### src/rtl/mmio_io_controller_if.sv
// CPU data-port bus between the single-cycle core and the MMIO controller.
// The shared inout data bus is resolved at the top level from data_out/data_oe.
interface mmio_io_controller_if #(
    parameter int ADDR_W = 16,
    parameter int DATA_W = 16
);
    logic              cpu_we;
    logic [ADDR_W-1:0] addr;
    logic [DATA_W-1:0] data_in;
    logic [DATA_W-1:0] data_out;
    logic              data_oe;

    modport master (
        output cpu_we, addr, data_in,
        input  data_out, data_oe
    );

    modport slave (
        input  cpu_we, addr, data_in,
        output data_out, data_oe
    );
endinterface

### src/rtl/mmio_io_controller.sv
// Memory-mapped I/O controller: 16-word window of output, debounced input, edge-flag and
// mask registers at IO_BASE; all other addresses pass through to SRAM strobes.
module mmio_io_controller #(
    parameter int              ADDR_W   = 16,
    parameter int              DATA_W   = 16,
    parameter logic [ADDR_W-1:0] IO_BASE = 16'hFFF0,
    parameter int              N_OUT    = 2,
    parameter int              OUT_W    = 10,
    parameter int              N_IN     = 2,
    parameter int              IN_W     = 10,
    parameter logic [N_IN-1:0] IN_INV   = 2'b00,
    parameter int              DEBOUNCE = 50000
) (
    input  logic                   clk,
    input  logic                   reset,
    mmio_io_controller_if.slave    bus,
    input  logic [N_IN*IN_W-1:0]   in_pins,
    output logic [N_OUT*OUT_W-1:0] out_regs,
    output logic [4:0]             mem_ctrl,
    output logic                   irq
);

    localparam int OFF_IN   = N_OUT;
    localparam int OFF_EDGE = N_OUT + N_IN;
    localparam int OFF_MASK = N_OUT + 2 * N_IN;
    localparam int CNT_W    = $clog2(DEBOUNCE + 1);

    logic              in_win;
    logic [3:0]        off;
    logic              wr_en;
    logic [DATA_W-1:0] rdata;
    logic              unused_data;

    logic [OUT_W-1:0] out_q [N_OUT];
    logic [N_IN-1:0]  mask_q;
    logic [N_IN-1:0]  edge_any;

    logic [IN_W-1:0]  sync1_q [N_IN];
    logic [IN_W-1:0]  sync2_q [N_IN];
    logic [IN_W-1:0]  cand_q  [N_IN];
    logic [IN_W-1:0]  level_q [N_IN];
    logic [IN_W-1:0]  edge_q  [N_IN];
    logic [CNT_W-1:0] cnt_q   [N_IN];

    logic [IN_W-1:0]  cand_d  [N_IN];
    logic [IN_W-1:0]  level_d [N_IN];
    logic [IN_W-1:0]  edge_d  [N_IN];
    logic [IN_W-1:0]  clr     [N_IN];
    logic [CNT_W-1:0] cnt_d   [N_IN];

    assign in_win      = (bus.addr[ADDR_W-1:4] == IO_BASE[ADDR_W-1:4]);
    assign off         = bus.addr[3:0];
    assign wr_en       = in_win & bus.cpu_we;
    assign unused_data = ^bus.data_in;

    // SRAM strobes {we_n, ce_n, oe_n, lb_n, ub_n}; decode is independent of reset.
    always_comb begin
        mem_ctrl     = 5'b11111;
        bus.data_oe  = 1'b0;
        bus.data_out = '0;
        if (in_win) begin
            bus.data_oe  = ~bus.cpu_we;
            bus.data_out = rdata;
        end else if (bus.cpu_we) begin
            mem_ctrl = 5'b00000;
        end else begin
            mem_ctrl = 5'b10000;
        end
    end

    always_comb begin
        rdata = '0;
        for (int unsigned p = 0; p < N_OUT; p++)
            if (off == 4'(p)) rdata = DATA_W'(out_q[p]);
        for (int unsigned p = 0; p < N_IN; p++) begin
            if (off == 4'(OFF_IN + p))   rdata = DATA_W'(level_q[p]);
            if (off == 4'(OFF_EDGE + p)) rdata = DATA_W'(edge_q[p]);
        end
        if (off == 4'(OFF_MASK)) rdata = DATA_W'(mask_q);
    end

    always_comb begin
        out_regs = '0;
        for (int unsigned p = 0; p < N_OUT; p++)
            out_regs[p*OUT_W +: OUT_W] = out_q[p];
    end

    // Counter holds the run length of equal samples including the current one, so the
    // level is accepted on the DEBOUNCE-th consecutive sample.
    always_comb begin
        for (int unsigned p = 0; p < N_IN; p++) begin
            cand_d[p]  = cand_q[p];
            cnt_d[p]   = cnt_q[p];
            level_d[p] = level_q[p];
            if (sync2_q[p] != cand_q[p]) begin
                cand_d[p] = sync2_q[p];
                cnt_d[p]  = CNT_W'(1);
            end else begin
                if (cnt_q[p] >= CNT_W'(DEBOUNCE - 1)) level_d[p] = cand_q[p];
                if (cnt_q[p] != CNT_W'(DEBOUNCE))     cnt_d[p]   = cnt_q[p] + CNT_W'(1);
            end
            clr[p]      = (wr_en && off == 4'(OFF_EDGE + p)) ? bus.data_in[IN_W-1:0] : '0;
            edge_d[p]   = (edge_q[p] & ~clr[p]) | (level_d[p] & ~level_q[p]);
            edge_any[p] = |edge_q[p];
        end
    end

    always_ff @(posedge clk) begin
        if (!reset) begin
            for (int unsigned p = 0; p < N_OUT; p++) out_q[p] <= '0;
            for (int unsigned p = 0; p < N_IN; p++) begin
                sync1_q[p] <= '0;
                sync2_q[p] <= '0;
                cand_q[p]  <= '0;
                level_q[p] <= '0;
                edge_q[p]  <= '0;
                cnt_q[p]   <= '0;
            end
            mask_q <= '0;
            irq    <= 1'b0;
        end else begin
            for (int unsigned p = 0; p < N_OUT; p++)
                if (wr_en && off == 4'(p)) out_q[p] <= bus.data_in[OUT_W-1:0];
            if (wr_en && off == 4'(OFF_MASK)) mask_q <= bus.data_in[N_IN-1:0];
            for (int unsigned p = 0; p < N_IN; p++) begin
                sync1_q[p] <= in_pins[p*IN_W +: IN_W] ^ {IN_W{IN_INV[p]}};
                sync2_q[p] <= sync1_q[p];
                cand_q[p]  <= cand_d[p];
                cnt_q[p]   <= cnt_d[p];
                level_q[p] <= level_d[p];
                edge_q[p]  <= edge_d[p];
            end
            irq <= |(mask_q & edge_any);
        end
    end

endmodule
### src/flat_wrapper.sv
// flat-port wrapper written by rule: the top's interface ports become plain ports
module mmio_io_controller_flat 
#(
    parameter int              ADDR_W   = 16,
    parameter int              DATA_W   = 16,
    parameter logic [ADDR_W-1:0] IO_BASE = 16'hFFF0,
    parameter int              N_OUT    = 2,
    parameter int              OUT_W    = 10,
    parameter int              N_IN     = 2,
    parameter int              IN_W     = 10,
    parameter logic [N_IN-1:0] IN_INV   = 2'b00,
    parameter int              DEBOUNCE = 50000
)
  (clk, reset, in_pins, out_regs, mem_ctrl, irq, bus_cpu_we, bus_addr, bus_data_in, bus_data_out, bus_data_oe);
  mmio_io_controller_if #(.ADDR_W(ADDR_W), .DATA_W(DATA_W)) bus_i ();
  input  logic clk;
  input  logic reset;
  input  logic [N_IN*IN_W-1:0] in_pins;
  output logic [N_OUT*OUT_W-1:0] out_regs;
  output logic [4:0] mem_ctrl;
  output logic irq;
  input wire logic [$bits(bus_i.cpu_we)-1:0] bus_cpu_we;
  input wire logic [$bits(bus_i.addr)-1:0] bus_addr;
  input wire logic [$bits(bus_i.data_in)-1:0] bus_data_in;
  output wire logic [$bits(bus_i.data_out)-1:0] bus_data_out;
  output wire logic [$bits(bus_i.data_oe)-1:0] bus_data_oe;
  assign bus_i.cpu_we = bus_cpu_we;
  assign bus_i.addr = bus_addr;
  assign bus_i.data_in = bus_data_in;
  assign bus_data_out = bus_i.data_out;
  assign bus_data_oe = bus_i.data_oe;
  mmio_io_controller #(.ADDR_W(ADDR_W), .DATA_W(DATA_W), .IO_BASE(IO_BASE), .N_OUT(N_OUT), .OUT_W(OUT_W), .N_IN(N_IN), .IN_W(IN_W), .IN_INV(IN_INV), .DEBOUNCE(DEBOUNCE)) u_core (.clk(clk), .reset(reset), .bus(bus_i), .in_pins(in_pins), .out_regs(out_regs), .mem_ctrl(mem_ctrl), .irq(irq));
endmodule
### config.mk
export PLATFORM = sky130hd
export DESIGN_NAME = mmio_io_controller_flat
export DESIGN_NICKNAME = d
export VERILOG_FILES = /design/src/rtl/mmio_io_controller_if.sv /design/src/rtl/mmio_io_controller.sv /design/src/flat_wrapper.sv
export SDC_FILE = /design/constraint.sdc
export NUM_CORES = 1
export LEC_CHECK = 0
export CORE_MARGIN = 4
export CORE_UTILIZATION = 40
export DETAILED_ROUTE_END_ITERATION = 6
export RECOVER_POWER = 25
export REMOVE_ABC_BUFFERS = 1
export SKIP_LAST_GASP = 1
export SLEW_MARGIN = 20
export SYNTH_ARGS = -nofsm -noshare
export SYNTH_HDL_FRONTEND = slang
export SYNTH_SLANG_ARGS = --single-unit
### constraint.sdc
create_clock -name clk -period 7.2 [get_ports clk]
set_input_delay 1.8 -clock clk [delete_from_list [all_inputs] [get_ports clk]]
set_output_delay 1.8 -clock clk [all_outputs]
set_load 0.005 [all_outputs]
==> metrics.txt <==
GP Congestion=0.880; Startpoint Class=input port; beginning of the worst hold path=u_core.sync1_q[0][2]$_SDFF_PN0_; Yosys cell types=56; detailed placer's ending HPWL=11500 µm; Placement Cell Area=7550 µm²; Port-buffer cells=85; critical path required time=5.40 ns; Sink Count=155; sequential cell area fraction in the yosys report=0.503; vias in the first global route=4917; Peak VDD IR=171 µV; first drt pass iteration count=4; Post-Syn Instances=673; final WL=15900 µm; first-pass GRT wire length=25600 µm; FMAX=163 MHz; hold_buf cts=0; GR Util All Layers=0.175; Sequential Area=3300 µm²; hold slack final=0.426 ns; Mean Syn Cell Area=9.75 µm²; # H-tree levels=4; Post-synth ARST share=0; CTS tree=yes; proportion of layout cells with a drive suffix above 1=0.0616; Die Wd=136 µm; number of diodes=0; area of the multi-input gates=3020 µm²; Post-Layout Inst Area=8120 µm²; Routed Antenna Nets=0; RSZ-0062 raised after global routing=false; Slew @ Worst Pin=1.59 ns; DRT iter0 DRCs=317; Final Hold Viols=0; Power Density=234 nW/µm²; Hold EP=u_core.sync2_q[0][2]$_SDFF_PN0_; status=complete, but fails checks; crit path time final=6.12 ns; clk buf depth=2; worst setup path start=bus_addr[0]; total number of vias=5092; maxcap violations=1; register-to-register path setup slack=4.71 ns; R2R Path End=u_core.level_q[0][19]$_SDFF_PN0_; Leak=2.95 nW; worst rel slew slack=-0.0583; IO Pins=98; GRT Residual Overflow=0; drt via density=5.20; Setup Fix Bufs, Post-CTS=0; CTS clock-pin slew for the worst setup and hold paths=0.06 ns; die area=18500 µm²; Main synth FF type=dfxtp_1; WP data arrival=4.32 ns; hold depth=1; post-synthesis instance area=6560 µm²; Die Y=136 µm; Yosys warning total=0; Yosys reg bits=155; setup TNS=0 ns; Final setup viols=0; core area=16000 µm²; fillcell total=1496; Worst Skew=0.0173 ns; DRC=0; worst setup margin=1.08 ns; post-cts resize count=0; Initial Util=0.410; Clock Latency Late Sink=0.42 ns; Crit Path Max Fanout=20; synth-to-layout area growth=23.8%; # nets final=809; failing checks=max-capacitance violations, max-slew violations; Post-synth EDFFs=20; initial antenna violation count=0; largest net degree at the start of global routing=46; routed len/inst=16.2 µm; row cnt=46; Worst Setup Path Type=input port to primary output; pre-CTS setup slack=1.12 ns; Num CTS Buffers=17; Register-to-Register Path Depth=6; RR Startpoint=u_core.cnt_q[0][16]$_SDFFE_PN0P_; worst hold path class=flop to flop; Slew Limit Fails=46; fin util=0.508; Root Driver=clkbuf_16; crit share post-route=0.850; Critical Path Sink Type=primary output
## how the worst max path moves through the flow
stage | to | slack (ns) | cells after the start
final | bus_data_out[1] | 1.08 | 8
after global routing | bus_data_out[1] | 0.93 | 8
after CTS | bus_data_out[1] | 1.10 | 8
after detailed placement | bus_data_out[1] | 1.12 | 8
after global placement | bus_data_out[1] | 1.10 | 8
after floorplan | bus_data_out[8] | 2.49 | 5
## registers in the layout, indices dropped and copies added (netlist names), 2 cells and up
register,cells
u_core.cand_q,20
u_core.out_q,20
u_core.edge_q,20
u_core.level_q,20
u_core.sync2_q,20
u_core.sync1_q,20
u_core.mask_q,2
u_core.cnt_q,32
## critical path, cell delays in order
cell and delay [ns]:
clkdlybuf4s50_1 0.82, buf_4 0.39, mux2i_1 0.14, o2bb2ai_1 0.18, nand2b_1 0.08, a21o_1 0.17
a21oi_1 0.19, clkdlybuf4s50_1 0.54
## cell families after synthesis
logic type                 share of synthesized area
xor gates and xnor gates                      0.0641
muxes                                         0.0366
other                                       0.000572
buffers and inverters                         0.0395
and+or+nand+nor                                0.251
AOI/OAI and AO/OA                             0.0974
adders and majority gates                    0.00763
DFF                                            0.503
## cells in the final DEF, fill, tap and decap left out, types with 9 or more instances in the layout
cell	count
and2_0	17
and3_1	12
mux2i_1	24
inv_1	10
xnor2_1	17
a32o_1	19
clkdlybuf4s50_1	84
nand3_1	21
and2_1	55
dfxtp_1	135
xor2_1	31
nor2_1	52
o22ai_1	14
a21oi_1	20
clkbuf_16	17
nand2_1	62
and4_1	9
edfxtp_1	20
o21ai_0	13
nor3b_1	16
nand4_1	12
## synth_stat cells, types with 9 or more instances
cell type | n | area [µm²]
xnor2_1 | 17 | 149
nand3_1 | 21 | 105
and3_1 | 12 | 75.1
a32o_1 | 19 | 190
inv_1 | 10 | 37.5
buf_2 | 9 | 45.0
xor2_1 | 31 | 272
nand4_1 | 12 | 75.1
nor2_1 | 52 | 195
o21ai_0 | 13 | 65.1
dfxtp_1 | 135 | 2700
nand2_1 | 62 | 233
clkbuf_1 | 17 | 63.8
buf_4 | 12 | 90.1
and4_1 | 9 | 78.8
mux2i_1 | 24 | 240
a21oi_1 | 20 | 100
and2_1 | 72 | 450
edfxtp_1 | 20 | 601
nor3b_1 | 16 | 120
o22ai_1 | 14 | 87.6
## final cells by class
type	instances	area share
Clock inverter	13	0.0179
Multi-Input combinational cell	471	0.372
Clock buffer	19	0.0533
Timing Repair Buffer	94	0.111
Inverter	11	0.00508
Sequential cell	155	0.407
Tap cell	216	0.0333
## through the flow
step | total power (W) | instances
floorplan | 0.000974 | 637
global placement | 0.00105 | 947
detailed placement | 0.00105 | 947
CTS | 0.00192 | 979
global route | 0.00197 | 979
finish | 0.00190 | 979
## metal layers
layer	vias up	global-route usage	routed length [µm]
met1	2438	0.246	7570
li1	2492	-	-
met2	143	0.270	7170
met3	19	0.0411	927
met4	0	0.0498	216
met5	-	0	0
## report_power, final
part	leakage, nW	switching [W]	internal [W]
combinational	1.39	0.0000633	0.0000612
sequential	1.29	0.0000111	0.000896
clock	0.279	0.000358	0.000513
Note: power is estimated with default switching activity, not from simulation.
